===== config.mk =====
export PLATFORM = sky130hd
export DESIGN_NAME = mem_access_unit
export DESIGN_NICKNAME = d
export VERILOG_FILES = /design/src/rtl/mem_access_unit.sv
export SDC_FILE = /design/constraint.sdc
export NUM_CORES = 1
export LEC_CHECK = 0
export CORE_ASPECT_RATIO = 0.6
export CORE_UTILIZATION = 40
export CTS_BUF_LIST = sky130_fd_sc_hd__clkbuf_2 sky130_fd_sc_hd__clkbuf_4 sky130_fd_sc_hd__clkbuf_8
export CTS_CLUSTER_SIZE = 12
export DETAILED_ROUTE_END_ITERATION = 12
export GPL_ROUTABILITY_DRIVEN = 1
export HOLD_SLACK_MARGIN = 0.05
export MAX_ROUTING_LAYER = met4
export PLACE_DENSITY = 0.74
export SLEW_MARGIN = 20
export SYNTH_ARGS = -nofsm -noshare
export SYNTH_HDL_FRONTEND = slang
export SYNTH_SLANG_ARGS = --single-unit

===== constraint.sdc =====
create_clock -name clk -period 4.2 [get_ports clk]
set_clock_uncertainty 0.1 [all_clocks]
set_input_delay 0.84 -clock clk [delete_from_list [all_inputs] [get_ports clk]]
set_output_delay 0.84 -clock clk [all_outputs]
set_load 0.02 [all_outputs]

===== src/rtl/mem_access_unit.sv =====
// mem_access_unit: MEM-stage data-memory access controller.
// Turns EX/MEM load/store requests into a req/ack bus transaction, stalls the
// pipeline until the bus answers (or times out), formats load data and
// generates store byte strobes.
// Optional feature macro: MEM_MISALIGN_TRAP_EN (misaligned accesses trap
// without touching the bus instead of silently dropping out-of-word lanes).
//
// state | meaning
// IDLE  | waiting for mem_read/mem_write; bus fields latched on a request
// BUSY  | dmem_req asserted, waiting for dmem_ack or timeout
// DONE  | access_done pulse; EX/MEM still shows the old op, so no decode here
module mem_access_unit #(
    parameter int TIMEOUT_CYCLES = 255
) (
    input  logic        clk,
    input  logic        rst,
    input  logic        mem_read,
    input  logic        mem_write,
    input  logic [63:0] mem_address,
    input  logic [63:0] mem_write_data,
    input  logic [2:0]  funct3,
    output logic        stall_out,
    output logic        dmem_req,
    output logic        dmem_we,
    output logic [63:0] dmem_addr,
    output logic [63:0] dmem_wdata,
    output logic [7:0]  dmem_wstrb,
    input  logic [63:0] dmem_rdata,
    input  logic        dmem_ack,
    output logic [63:0] load_data_out,
    output logic        access_done,
    output logic        bus_error,
    output logic        misalign_fault
);

    localparam int CW = $clog2(TIMEOUT_CYCLES + 1);

    typedef enum logic [1:0] {IDLE, BUSY, DONE} state_t;

    state_t        state_q, state_d;
    logic [CW-1:0] wait_cnt_q, wait_cnt_d;
    logic          dmem_req_q, dmem_req_d;
    logic          dmem_we_q, dmem_we_d;
    logic [63:0]   dmem_addr_q, dmem_addr_d;
    logic [63:0]   dmem_wdata_q, dmem_wdata_d;
    logic [7:0]    dmem_wstrb_q, dmem_wstrb_d;
    logic [63:0]   load_data_q, load_data_d;
    logic          access_done_q, access_done_d;
    logic          bus_error_q, bus_error_d;
    logic          misalign_q, misalign_d;
    logic [2:0]    funct3_q, funct3_d;
    logic [2:0]    lane_q, lane_d;

    logic [7:0]    size_mask;
    logic [7:0]    strb_shift;
    logic [63:0]   wdata_shift;
    logic [63:0]   lane_data;
    logic [63:0]   load_fmt;
    logic          misalign;

    // Store lane placement: bits pushed past byte 7 fall off the word.
    always_comb begin
        size_mask = 8'h00;
        case (funct3[1:0])
            2'b00: size_mask = 8'h01;
            2'b01: size_mask = 8'h03;
            2'b10: size_mask = 8'h0F;
            2'b11: size_mask = 8'hFF;
            default: size_mask = 8'h00;
        endcase
        strb_shift  = size_mask << mem_address[2:0];
        wdata_shift = mem_write_data << {mem_address[2:0], 3'b000};
    end

    // Load lane extract plus sign/zero extension, using the latched op.
    always_comb begin
        lane_data = dmem_rdata >> {lane_q, 3'b000};
        load_fmt  = 64'd0;
        case (funct3_q)
            3'b000: load_fmt = {{56{lane_data[7]}},  lane_data[7:0]};
            3'b001: load_fmt = {{48{lane_data[15]}}, lane_data[15:0]};
            3'b010: load_fmt = {{32{lane_data[31]}}, lane_data[31:0]};
            3'b011: load_fmt = lane_data;
            3'b100: load_fmt = {56'd0, lane_data[7:0]};
            3'b101: load_fmt = {48'd0, lane_data[15:0]};
            3'b110: load_fmt = {32'd0, lane_data[31:0]};
            default: load_fmt = 64'd0;
        endcase
    end

`ifdef MEM_MISALIGN_TRAP_EN
    // Natural-alignment check by access size.
    always_comb begin
        misalign = 1'b0;
        case (funct3)
            3'b001, 3'b101: misalign = mem_address[0];
            3'b010, 3'b110: misalign = |mem_address[1:0];
            3'b011:         misalign = |mem_address[2:0];
            default:        misalign = 1'b0;
        endcase
    end
`else
    assign misalign = 1'b0;
`endif

    // Next-state, stall and registered-output next values.
    always_comb begin
        state_d       = state_q;
        wait_cnt_d    = wait_cnt_q;
        dmem_req_d    = dmem_req_q;
        dmem_we_d     = dmem_we_q;
        dmem_addr_d   = dmem_addr_q;
        dmem_wdata_d  = dmem_wdata_q;
        dmem_wstrb_d  = dmem_wstrb_q;
        load_data_d   = load_data_q;
        access_done_d = 1'b0;
        bus_error_d   = 1'b0;
        misalign_d    = 1'b0;
        funct3_d      = funct3_q;
        lane_d        = lane_q;
        stall_out     = 1'b0;
        case (state_q)
            IDLE: begin
                if (mem_read || mem_write) begin
                    stall_out = 1'b1;
                    funct3_d  = funct3;
                    lane_d    = mem_address[2:0];
                    if (misalign) begin
                        state_d       = DONE;
                        access_done_d = 1'b1;
                        misalign_d    = 1'b1;
                    end else begin
                        state_d      = BUSY;
                        wait_cnt_d   = '0;
                        dmem_req_d   = 1'b1;
                        dmem_we_d    = mem_write;
                        dmem_addr_d  = {mem_address[63:3], 3'b000};
                        dmem_wdata_d = wdata_shift;
                        dmem_wstrb_d = mem_write ? strb_shift : 8'h00;
                    end
                end
            end
            BUSY: begin
                stall_out = 1'b1;
                if (dmem_ack) begin
                    state_d       = DONE;
                    dmem_req_d    = 1'b0;
                    access_done_d = 1'b1;
                    if (!dmem_we_q) begin
                        load_data_d = load_fmt;
                    end
                end else if (wait_cnt_q == CW'(TIMEOUT_CYCLES)) begin
                    state_d       = DONE;
                    dmem_req_d    = 1'b0;
                    access_done_d = 1'b1;
                    bus_error_d   = 1'b1;
                    load_data_d   = 64'd0;
                end else begin
                    wait_cnt_d = wait_cnt_q + CW'(1);
                end
            end
            DONE: begin
                state_d    = IDLE;
                wait_cnt_d = '0;
            end
            default: state_d = IDLE;
        endcase
    end

    // State and output registers; reset also aborts an in-flight access.
    always_ff @(posedge clk) begin
        if (rst) begin
            state_q       <= IDLE;
            wait_cnt_q    <= '0;
            dmem_req_q    <= 1'b0;
            dmem_we_q     <= 1'b0;
            dmem_addr_q   <= 64'd0;
            dmem_wdata_q  <= 64'd0;
            dmem_wstrb_q  <= 8'h00;
            load_data_q   <= 64'd0;
            access_done_q <= 1'b0;
            bus_error_q   <= 1'b0;
            misalign_q    <= 1'b0;
            funct3_q      <= 3'b000;
            lane_q        <= 3'b000;
        end else begin
            state_q       <= state_d;
            wait_cnt_q    <= wait_cnt_d;
            dmem_req_q    <= dmem_req_d;
            dmem_we_q     <= dmem_we_d;
            dmem_addr_q   <= dmem_addr_d;
            dmem_wdata_q  <= dmem_wdata_d;
            dmem_wstrb_q  <= dmem_wstrb_d;
            load_data_q   <= load_data_d;
            access_done_q <= access_done_d;
            bus_error_q   <= bus_error_d;
            misalign_q    <= misalign_d;
            funct3_q      <= funct3_d;
            lane_q        <= lane_d;
        end
    end

    assign dmem_req       = dmem_req_q;
    assign dmem_we        = dmem_we_q;
    assign dmem_addr      = dmem_addr_q;
    assign dmem_wdata     = dmem_wdata_q;
    assign dmem_wstrb     = dmem_wstrb_q;
    assign load_data_out  = load_data_q;
    assign access_done    = access_done_q;
    assign bus_error      = bus_error_q;
    assign misalign_fault = misalign_q;

endmodule


==> impl_metrics.csv <==
group,metric,value,unit
run_status,run_status,"finished, final reports clean",
route,dr.pass1.iters,6,
power_and_ir_drop,report.power.total,0.00582,W
global_route,grt_use_total,32.0,%
timing,setup_viol,0,
yosys,synth_seq_cells,217,
route,routed.top_layer,"met4",
route,wl_met3,5790,um
die,ports_placed_on_the_boundary,406,
layout,final_cell_mix,"clkdlybuf4s50_1 (397), nand2_1 (235), dfxtp_1 (215), a21oi_1 (121), nor2_1 (111)",
setup_path,worst-endpoint-required,3.26,ns
setup_path,cp_data_arrival_time,2.35,ns
global_route,grt_start_max_net_pins,114,
power_and_ir_drop,pd_cells,372,mW/mm^2
clock_network,cts_made_buffers,37,
global_route,grt_first_pass_wirelength,64000,um
yosys,post_synthesis_instance_total,1292,
layout,synthToLayoutAreaGrowth,46.0,%
yosys,yosys_most_used_dff,"dfxtp_1",
power_and_ir_drop,worst_supply_voltage_drop_on_vdd,0.268,mV
layout,num_antenna_cells,0,
global_route,first_global_vias,10469,
route,routed_wirelength,43900,um
layout,final_common_cell,"clkdlybuf4s50_1",
clock_network,post_cts_hold_buffer_count,0,
yosys,netlist-cell-type-count,59,
timing,layout_worst_path_cycle_share,78.2,%
route,detail-route-antenna-nets,0,
yosys,syn-cell-area,0.0107,sq mm
timing,clock.fmax,304,MHz
min_path,timing.hold.worst.class,"register to register",
clock_network,tritoncts,"done",
placement,placement.io_buffers,401,
route,routed-via-count,11325,
setup_path,crit_path_top_delay_cell,"clkdlybuf4s50_1",
setup_path,path_max_fanout,5,
clock_network,worstSkewPairLatency,0.53,ns
clock_network,clk_pin_slew,0.06,ns
layout,net_count_final,1846,
timing,rsz0062_at_grt,"false",
yosys,ys.warnings.count,0,
timing,drv_slew,0,
route,drt-wirelength-per-cell,21.7,um
power_and_ir_drop,leakagePower,5.90,nW
yosys,syn_avg_cell_area,8.29,sq um
setup_path,cp_top_family,"buffers and inverters",
yosys,synthArstFlopShare,0,%
yosys,synth_enable_flop_cells,0,
route,detail_route.iter0.violations,972,
setup_path,timing.critical_path.cells,"clkdlybuf4s50_1 > nor3_1 > nor2_1 > clkdlybuf4s50_1",
timing,timing.final.crit_period,3.29,ns
setup_path,worst_path_largest_cell_delay,0.63,ns
yosys,synth-seq-area-share,40.6,%
layout,final.fill_count,2285,
clock_network,cts_setup_buffers,0,
clock_network,clk_path_buf_depth,3,
setup_path,path_class,"input port to output pin",
timing,tns,0,ns
clock_network,clkSinkCount,217,
die,floorplan.die_area,0.0274,sq mm
die,fp.dieH,129,um
global_route,overflow,0,
die,floorplan.initialDensity,41.5,%
layout,share_of_final_layout_standard_cells_stronger_than_drive_strength_1,10.0,%
setup_path,critical_path.endpoint_type,"output pin",
die,fp.dieW,213,um
die,placeableCoreArea,0.0258,sq mm
global_route,antenna_found_initial,2,
placement,gp_congestion,0.987,
job,max-cap-violations,0,
timing,finalHoldViolations,0,
clock_network,ctsResizeCount,0,
route,vias_per_cell,5.60,
placement,hpwl,32900,um
route,met1Wirelength,19900,um
setup_path,worst_setup_path_start_kind,"input port",
route,drcViolationCount,0,
route,route.met2.wl,17400,um
clock_network,htreeDepth,2,
clock_network,clock-root-buffer,"clkbuf_8",
timing,timing_worst_slew_pin_value,1.13,ns
setup_path,critPathMostFrequentCell,"clkdlybuf4s50_1",
setup_path,cp_num_buf_inv,2,
die,fp-row-count,45,
timing,timing.max_slew.rel_slack,24.2,%
==> tightest hold or removal path: stages (launching register included) <==
cell     delay [ns]
dfxtp_1        0.31
nand2_1        0.05
a21oi_1        0.05
==> synth_stat cells, types with 18 or more instances <==
cell / instances / area share, %
mux2i_1: 84 / 7.9
nand3_1: 18 / 0.84
dfxtp_1: 217 / 41
nand2_1: 235 / 8.2
clkbuf_1: 78 / 2.7
nor3_1: 22 / 1.0
a22oi_1: 35 / 2.5
mux2_2: 34 / 3.6
nor2_1: 111 / 3.9
nor2b_1: 20 / 1.2
a211oi_1: 49 / 3.4
a21oi_1: 121 / 5.7
buf_2: 18 / 0.84
o21ai_0: 87 / 4.1
==> cell type report <==
type                       count  area [sq um]  area share, %
multi-input combinational    954          5850           37.4
sequential                   217          4350           27.8
timing repair buffer         426          4210           26.9
clock buffer                  56           708           4.53
tap                          352           440           2.82
clock inverter                 7          46.3          0.296
inverter                       9          33.8          0.216
==> flip-flops by register name, summed over array words and instances (netlist names) <==
signal / count
load_data_out: 64
funct3_q: 3
state_q: 2
wait_cnt_q: 8
bus_error: 1
dmem_addr: 61
lane_q: 3
dmem_wstrb: 8
dmem_wdata: 64
dmem_we: 1
dmem_req: 1
access_done: 1
==> logic make-up after synthesis <==
family                     Yosys count  share of synthesized area [%]
adders and majority gates            1                          0.117
and+or+nand+nor                    439                           17.8
AOI/OAI and AO/OA                  377                           22.7
xor gates and xnor gates             7                          0.573
other                                1                         0.0350
DFF                                217                           40.6
buffers and inverters              124                           5.10
muxes                              126                           13.1
==> through the flow <==
step           area [sq um]  instances  hold slack, ns  setup WS [ns]  utilization, %
2_1_floorplan         10700       1295           0.375           1.75               -
3_3_place_gp          14900       1958           0.336          0.813            57.7
3_5_place_dp          14900       1958           0.347          0.748            57.7
4_1_cts               15600       2021           0.355          0.911            60.6
5_1_grt               15600       2021           0.376          0.854            60.6
6_report              15600       2021           0.354          0.915            60.6
==> worst paths after layout <==
kind	from	to	slack, ns	cells after the start
worst max-delay path	mem_write	stall_out	0.91	4
worst min register to register	dmem_addr[13]	dmem_addr[13]	0.35	2
worst max register to register	lane_q[0]	load_data_out[56]	1.41	6
worst min-delay path	dmem_addr[13]	dmem_addr[13]	0.35	2
==> routing by layer <==
metal	track usage, %	up-vias
met2	41.5	554
met4	8.28	0
met1	44.1	5377
met5	-	-
met3	14.3	67
li1	-	5327
==> power breakdown <==
group	switching, W	internal (W)	leakage [nW]
Sequential	0.000104	0.00221	1.78
Clock	0.000883	0.00108	0.393
Combinational	0.000873	0.000671	3.73
Total	0.00186	0.00396	5.90
Note: power is estimated with default switching activity, not from simulation.
